**src/rtl/sched_pkg.sv**
```systemverilog
// Shared definitions for the output connection scheduler: FSM encoding and a
// one-hot select helper used to pick a single input's flag out of a vector.
package sched_pkg;

  typedef enum logic [1:0] {
    S_IDLE    = 2'd0,
    S_CONNECT = 2'd1,
    S_RELEASE = 2'd2
  } sched_state_t;

  // Widest requester vector the helper accepts; callers zero-extend to this.
  localparam int ONEHOT_MAX = 64;

  function automatic logic onehot_or(input logic [ONEHOT_MAX-1:0] vec,
                                     input logic [ONEHOT_MAX-1:0] sel);
    return |(vec & sel);
  endfunction

endpackage

```
**src/rtl/output_conn_scheduler_if.sv**
```systemverilog
// Bundle of arbiter, flit and crossbar-select signals seen by one output port's
// scheduler. master = scheduler side, slave = surrounding fabric side.
interface output_conn_scheduler_if #(
  parameter int N = 25,
  parameter int P = 8
);

  logic [P*N-1:0] i_port_req;
  logic [P*N-1:0] o_arb_req;
  logic [N-1:0]   i_arb_grant;
  logic [P-1:0]   i_arb_priority;
  logic           o_arb_busy;
  logic           o_arb_rr;
  logic [N-1:0]   i_flit_valid;
  logic [N-1:0]   i_flit_tail;
  logic [N-1:0]   o_flit_ready;
  logic           i_out_ready;
  logic           o_conn_valid;
  logic [N-1:0]   o_conn_grant;
  logic [P-1:0]   o_conn_priority;
  logic           o_timeout;

  modport master (
    input  i_port_req, i_arb_grant, i_arb_priority, i_flit_valid, i_flit_tail, i_out_ready,
    output o_arb_req, o_arb_busy, o_arb_rr, o_flit_ready, o_conn_valid, o_conn_grant,
           o_conn_priority, o_timeout
  );

  modport slave (
    output i_port_req, i_arb_grant, i_arb_priority, i_flit_valid, i_flit_tail, i_out_ready,
    input  o_arb_req, o_arb_busy, o_arb_rr, o_flit_ready, o_conn_valid, o_conn_grant,
           o_conn_priority, o_timeout
  );

endinterface

```
**src/rtl/output_conn_scheduler_stall_timer.sv**
```systemverilog
// Counts consecutive no-transfer cycles of a held connection; expire flags the
// last allowed stall cycle and the count holds there instead of wrapping.
module conn_stall_timer #(
  parameter int TIMEOUT = 64,
  localparam int W = $clog2(TIMEOUT)
) (
  input  logic clk,
  input  logic reset,
  input  logic clear,
  input  logic inc,
  output logic expire
);

  logic [W-1:0] count;

  assign expire = (count == W'(TIMEOUT - 1));

  always_ff @(posedge clk) begin
    if (!reset) begin
      count <= '0;
    end else if (clear) begin
      count <= '0;
    end else if (inc && !expire) begin
      count <= count + W'(1);
    end
  end

endmodule

```
**src/rtl/output_conn_scheduler.sv**
```systemverilog
// Per-output-port connection scheduler: locks one arbiter grant per packet,
// holds the crossbar connection until tail or stall timeout, then releases.
module output_conn_scheduler
  import sched_pkg::*;
#(
  parameter int N       = 25,
  parameter int P       = 8,
  parameter int TIMEOUT = 64
) (
  input logic               clk,
  input logic               reset,
  output_conn_scheduler_if.master bus
);

  sched_state_t state;
  logic [N-1:0] conn_grant;
  logic [P-1:0] conn_priority;
  logic         timeout_q;

  logic         in_idle;
  logic         in_conn;
  logic         lock;
  logic [N-1:0] ready;
  logic         xfer;
  logic         tail;
  logic         expire;
  logic         timeout_fire;

  // Combinational outputs are gated by reset so the port is quiet while held in reset.
  assign in_idle      = reset && (state == S_IDLE);
  assign in_conn      = reset && (state == S_CONNECT);
  assign lock         = in_idle && (|bus.i_arb_grant);
  assign ready        = in_conn ? (conn_grant & {N{bus.i_out_ready}}) : '0;
  assign xfer         = onehot_or(ONEHOT_MAX'(bus.i_flit_valid), ONEHOT_MAX'(ready));
  assign tail         = xfer && onehot_or(ONEHOT_MAX'(bus.i_flit_tail), ONEHOT_MAX'(conn_grant));
  assign timeout_fire = in_conn && !xfer && expire;

  assign bus.o_arb_req       = in_idle ? bus.i_port_req : '0;
  assign bus.o_arb_busy      = lock || in_conn;
  assign bus.o_arb_rr        = lock;
  assign bus.o_flit_ready    = ready;
  assign bus.o_conn_valid    = (state == S_CONNECT);
  assign bus.o_conn_grant    = conn_grant;
  assign bus.o_conn_priority = conn_priority;
  assign bus.o_timeout       = timeout_q;

  conn_stall_timer #(
    .TIMEOUT (TIMEOUT)
  ) u_timer (
    .clk    (clk),
    .reset  (reset),
    .clear  (lock || (in_conn && xfer) || (state == S_RELEASE)),
    .inc    (in_conn && !xfer),
    .expire (expire)
  );

  // Tail wins over an expiring timer because timeout_fire already requires no transfer.
  always_ff @(posedge clk) begin
    if (!reset) begin
      state         <= S_IDLE;
      conn_grant    <= '0;
      conn_priority <= '0;
      timeout_q     <= 1'b0;
    end else begin
      timeout_q <= 1'b0;
      case (state)
        S_IDLE: begin
          if (lock) begin
            state         <= S_CONNECT;
            conn_grant    <= bus.i_arb_grant;
            conn_priority <= bus.i_arb_priority;
          end
        end
        S_CONNECT: begin
          if (tail || timeout_fire) begin
            state         <= S_RELEASE;
            conn_grant    <= '0;
            conn_priority <= '0;
            timeout_q     <= timeout_fire;
          end
        end
        S_RELEASE: begin
          state <= S_IDLE;
        end
        default: begin
          state <= S_IDLE;
        end
      endcase
    end
  end

endmodule

```
**src/flat_wrapper.sv**
```systemverilog
// flat-port wrapper written by rule: the top's interface ports become plain ports
module output_conn_scheduler_flat import sched_pkg::*;
#(
  parameter int N       = 25,
  parameter int P       = 8,
  parameter int TIMEOUT = 64
)
  (clk, reset, bus_i_port_req, bus_i_arb_grant, bus_i_arb_priority, bus_i_flit_valid, bus_i_flit_tail, bus_i_out_ready, bus_o_arb_req, bus_o_arb_busy, bus_o_arb_rr, bus_o_flit_ready, bus_o_conn_valid, bus_o_conn_grant, bus_o_conn_priority, bus_o_timeout);
  output_conn_scheduler_if #(.N(N), .P(P)) bus_i ();
  input logic clk;
  input logic reset;
  input wire logic [$bits(bus_i.i_port_req)-1:0] bus_i_port_req;
  input wire logic [$bits(bus_i.i_arb_grant)-1:0] bus_i_arb_grant;
  input wire logic [$bits(bus_i.i_arb_priority)-1:0] bus_i_arb_priority;
  input wire logic [$bits(bus_i.i_flit_valid)-1:0] bus_i_flit_valid;
  input wire logic [$bits(bus_i.i_flit_tail)-1:0] bus_i_flit_tail;
  input wire logic [$bits(bus_i.i_out_ready)-1:0] bus_i_out_ready;
  output wire logic [$bits(bus_i.o_arb_req)-1:0] bus_o_arb_req;
  output wire logic [$bits(bus_i.o_arb_busy)-1:0] bus_o_arb_busy;
  output wire logic [$bits(bus_i.o_arb_rr)-1:0] bus_o_arb_rr;
  output wire logic [$bits(bus_i.o_flit_ready)-1:0] bus_o_flit_ready;
  output wire logic [$bits(bus_i.o_conn_valid)-1:0] bus_o_conn_valid;
  output wire logic [$bits(bus_i.o_conn_grant)-1:0] bus_o_conn_grant;
  output wire logic [$bits(bus_i.o_conn_priority)-1:0] bus_o_conn_priority;
  output wire logic [$bits(bus_i.o_timeout)-1:0] bus_o_timeout;
  assign bus_i.i_port_req = bus_i_port_req;
  assign bus_i.i_arb_grant = bus_i_arb_grant;
  assign bus_i.i_arb_priority = bus_i_arb_priority;
  assign bus_i.i_flit_valid = bus_i_flit_valid;
  assign bus_i.i_flit_tail = bus_i_flit_tail;
  assign bus_i.i_out_ready = bus_i_out_ready;
  assign bus_o_arb_req = bus_i.o_arb_req;
  assign bus_o_arb_busy = bus_i.o_arb_busy;
  assign bus_o_arb_rr = bus_i.o_arb_rr;
  assign bus_o_flit_ready = bus_i.o_flit_ready;
  assign bus_o_conn_valid = bus_i.o_conn_valid;
  assign bus_o_conn_grant = bus_i.o_conn_grant;
  assign bus_o_conn_priority = bus_i.o_conn_priority;
  assign bus_o_timeout = bus_i.o_timeout;
  output_conn_scheduler #(.N(N), .P(P), .TIMEOUT(TIMEOUT)) u_core (.clk(clk), .reset(reset), .bus(bus_i));
endmodule
```
**config.mk**
```make
export PLATFORM = sky130hd
export DESIGN_NAME = output_conn_scheduler_flat
export DESIGN_NICKNAME = d
export VERILOG_FILES = /design/src/rtl/sched_pkg.sv /design/src/rtl/output_conn_scheduler_if.sv /design/src/rtl/output_conn_scheduler_stall_timer.sv /design/src/rtl/output_conn_scheduler.sv /design/src/flat_wrapper.sv
export SDC_FILE = /design/constraint.sdc
export NUM_CORES = 1
export LEC_CHECK = 0
export CORE_AREA = 2 2 213 215
export CTS_CLUSTER_DIAMETER = 100
export DETAILED_ROUTE_END_ITERATION = 6
export DIE_AREA = 0 0 215 217
export GPL_ROUTABILITY_DRIVEN = 0
export PLACE_DENSITY = 0.35
export SETUP_SLACK_MARGIN = 0.1
export SLEW_MARGIN = 30
export SYNTH_ARGS = -nofsm -noshare
export SYNTH_HDL_FRONTEND = slang
export SYNTH_SLANG_ARGS = --single-unit
```
**constraint.sdc**
```tcl
create_clock -name clk -period 2.35 [get_ports clk]
set_input_delay 0.47 -clock clk [delete_from_list [all_inputs] [get_ports clk]]
set_output_delay 0.47 -clock clk [all_outputs]
set_load 0.005 [all_outputs]
```
==> impl_metrics.py <==
metrics = {
    "setup_path": {
        "critPathTopFamily": "buffers and inverters",
        "reg2reg_setup_slack_ps": 330,
        "reg2reg_from": "u_core.bus.o_conn_grant[8]",
        "crit_path_end": "bus_o_arb_req[151]",
        "path_common_cell": "buf_12",
        "end_kind": "primary output",
        "start_kind": "flop",
        "critPathRequiredTime_ps": 1880,
        "reg2regPathDepth": 8,
        "critPathSlowestCell": "dfxtp_2",
        "arrival_ps": 1780,
        "path_class": "flop to primary output",
        "crit_fanout": 5,
        "crit_path_max_incr_delay_ps": 340,
        "critPathBufInv": 7,
        "crit_chain": "nor3b_4, buf_12, buf_12, buf_12, buf_6, buf_6, buf_4, and2_1, buf_2",
        "rr_endpoint": "u_core.bus.o_conn_priority[2]",
        "cp_num_cells": 9,
        "startpoint": "u_core.state[0]",
    },
    "clock_tree": {
        "path_clk_slew_ps": 60,
        "cts_hold_buf": 0,
        "clock-sinks": 42,
        "clk_latency_ps": 290,
        "tritoncts": "yes",
        "htreeDepth": 2,
        "numCtsBuffers": 5,
        "cts_buffer_depth": 2,
        "clockRootBuffer": "clkbuf_16",
    },
    "flow_run": {
        "max-cap-violations": 0,
    },
    "sta": {
        "maxSlewViolCount": 0,
        "slew_headroom": 0.693,
        "fmax_ghz": 0.444,
        "hold_viol_final": 0,
        "fin_crit_ps": 2250,
        "rsz0062_at_grt": "yes",
        "setup_tns_ps": 0,
        "period_share": 0.958,
        "tightestPinTransition_ps": 461,
        "setup_ws_ps": 99.6,
        "skew_ps": 4.30,
        "setup_violations": 0,
    },
    "logic_synthesis": {
        "ys_seq_elements": 42,
        "synth.yosys.warnings": 0,
        "syn_area_per_cell_um2": 7.08,
        "muxShareOfSynthArea": 0.00287,
        "syn-num-nets": 779,
        "async_flop_share": 0,
        "yosys.area_share.simple": 0.559,
        "seq_area_frac_synth": 0.241,
        "synth_compound_area_frac": 0.147,
        "synth_xor_area_frac": 0,
        "synth-edff-count": 0,
        "synth_top_cell_area_share": 0.404,
        "synth_fa_ha_area_frac": 0.00359,
        "synth_largest_area_cell": "and2_1",
        "syn_area_um2": 3480,
        "synth_cells": 492,
        "yosys-top-cells-area": "and2_1 40%, dfxtp_1 24%, nand3_1 5.7%, o21ai_0 5.2%, nand2_1 4.0%",
        "yosys.cell_types.count": 37,
        "synth_top_family_by_area": "simple AND/OR/NAND/NOR gates",
        "ys.flop_type": "dfxtp_1",
    },
    "power_and_ir_drop": {
        "internal_power_w": 0.00346,
        "powerDensity_nw_per_um2": 496,
        "ir_drop_uv": 215,
        "p_leak_nw": 5.39,
        "p_sw_frac": 0.358,
        "p_sw_w": 0.00193,
        "clockPowerShare": 0.126,
        "pwr-share-seq": 0.189,
        "combPwrFrac": 0.685,
    },
    "layout": {
        "layout_commonest_cell": "clkdlybuf4s50_1",
        "n_fill_cell": 5061,
        "fin_nets": 1404,
        "final_cell_mix": "289 x clkdlybuf4s50_1, 185 x and2_1, 72 x clkbuf_2",
        "syn2layout_area_growth_pct": 212,
        "drive_above_1_share": 0.312,
        "final_area_um2": 10900,
    },
    "floorplan": {
        "rows": 78,
        "die_y_um": 217,
        "initial_core_util": 0.0779,
        "io-pin-count": 548,
        "core_um2": 44700,
        "die_x_um": 215,
        "dieArea_um2": 46700,
    },
    "route": {
        "viasPerCell": 3.49,
        "drtPass1Iterations": 5,
        "routedWlPerCell_um": 19.5,
        "ant_nets": 0,
        "route.vias.total": 5991,
        "route.detailed.drc": 0,
        "drtIter0Drc": 221,
        "wl_um": 33500,
    },
    "outcome": {
        "outcome": "finished clean",
    },
    "global_routing": {
        "grt_pass1_wl_um": 43200,
        "grt_pass1_vias": 5971,
        "overflow": 0,
        "grt_antenna_before_repair": 6,
        "grt_max_degree": 35,
        "grt_util_all_layers": 0.127,
    },
    "placement": {
        "dpl.hpwl_um": 26500,
        "dpl_cell_area_um2": 10100,
        "pre_cts_ws_ps": -468,
        "numPortBuffers": 547,
    },
    "min_path": {
        "hp-class": "flop to flop",
    },
}
-- cell families after synthesis --
group | after synthesis
compound gates | 76
simple gates | 330
buf+inv | 42
fa+ha+maj | 1
mux | 1
flops | 42
-- worst min-delay path by stage --
stage                                  start                             to  slack (ps)  cells after the start
2_1_floorplan  u_core.bus.o_conn_priority[0]  u_core.bus.o_conn_priority[0]         460                      2
3_3_place_gp   u_core.bus.o_conn_priority[6]  u_core.bus.o_conn_priority[6]         460                      2
3_5_place_dp   u_core.bus.o_conn_priority[6]  u_core.bus.o_conn_priority[6]         470                      2
4_1_cts        u_core.bus.o_conn_priority[6]  u_core.bus.o_conn_priority[6]         470                      2
5_1_grt        u_core.bus.o_conn_priority[2]  u_core.bus.o_conn_priority[2]         490                      2
6_report       u_core.bus.o_conn_priority[6]  u_core.bus.o_conn_priority[6]         460                      2
-- Yosys cell counts, types with 4 or more instances --
cell type,n
inv_1,4
nor3_1,6
a21oi_1,6
nand3_1,40
buf_2,4
clkbuf_1,33
a22o_1,4
nand2_1,37
and2_1,225
a22oi_1,14
dfxtp_1,42
o21ai_0,36
nor2_1,4
nor4_1,6
-- power groups by stage --
| stage | sequential, W | clock, W | combinational, W |
|---|---|---|---|
| after floorplan | 0.000978 | 0 | 0.000893 |
| after global placement | 0.00104 | 0 | 0.00324 |
| after detailed placement | 0.00104 | 0 | 0.00321 |
| after CTS | 0.00102 | 0.000730 | 0.00333 |
| after global routing | 0.00104 | 0.000741 | 0.00397 |
| final | 0.00102 | 0.000679 | 0.00370 |
-- worst min-delay path, cell delays in order (launching register included) --
cell and delay, ps:
dfxtp_1 310, nand3_1 60, o21ai_1 50
-- final cells by class --
type | count | area [µm²] | share of cell area
Clock buffer | 5 | 125 | 0.0115
Inverter | 5 | 18.8 | 0.00173
Multi-Input combinational cell | 408 | 2720 | 0.250
Timing Repair Buffer | 655 | 6400 | 0.588
Clock inverter | 2 | 10.0 | 0.000920
Antenna cell | 2 | 5.00 | 0.000460
Tap cell | 600 | 751 | 0.0690
Sequential cell | 42 | 845 | 0.0776
-- flip-flops by register name (all words and copies together), names as in the netlist --
signal,cells
u_core.bus.o_conn_grant,25
u_core.bus.o_conn_priority,8
u_core.u_timer.count,6
u_core.state,2
u_core.bus.o_timeout,1
-- routing by layer --
layer  track usage  vias up  routed length, µm
li1              -     2900                  -
met1         0.138     2751              12900
met2         0.237      302              17300
met3        0.0430       30               2650
met4        0.0313        8                550
met5             0        -                 55
-- repair_timing --
item / 4_1_cts / 5_1_grt
endpoints found under the setup margin: 260 / 224
cloned: 7 / 13
gates resized for setup: 378 / 448
pin swaps: 14 / 38
hold endpoints to repair: 0 / 0
setup buffers: 10 / 27
-- stage by stage --
stage,hold slack (ps),util,total power [W],instances
2_1_floorplan,463,-,0.00187,492
3_3_place_gp,457,0.226,0.00428,1655
3_5_place_dp,466,0.226,0.00425,1655
4_1_cts,473,0.235,0.00508,1679
5_1_grt,489,0.243,0.00575,1718
6_report,461,0.243,0.00540,1719
No activity file was read; power rests on OpenSTA's default activity.
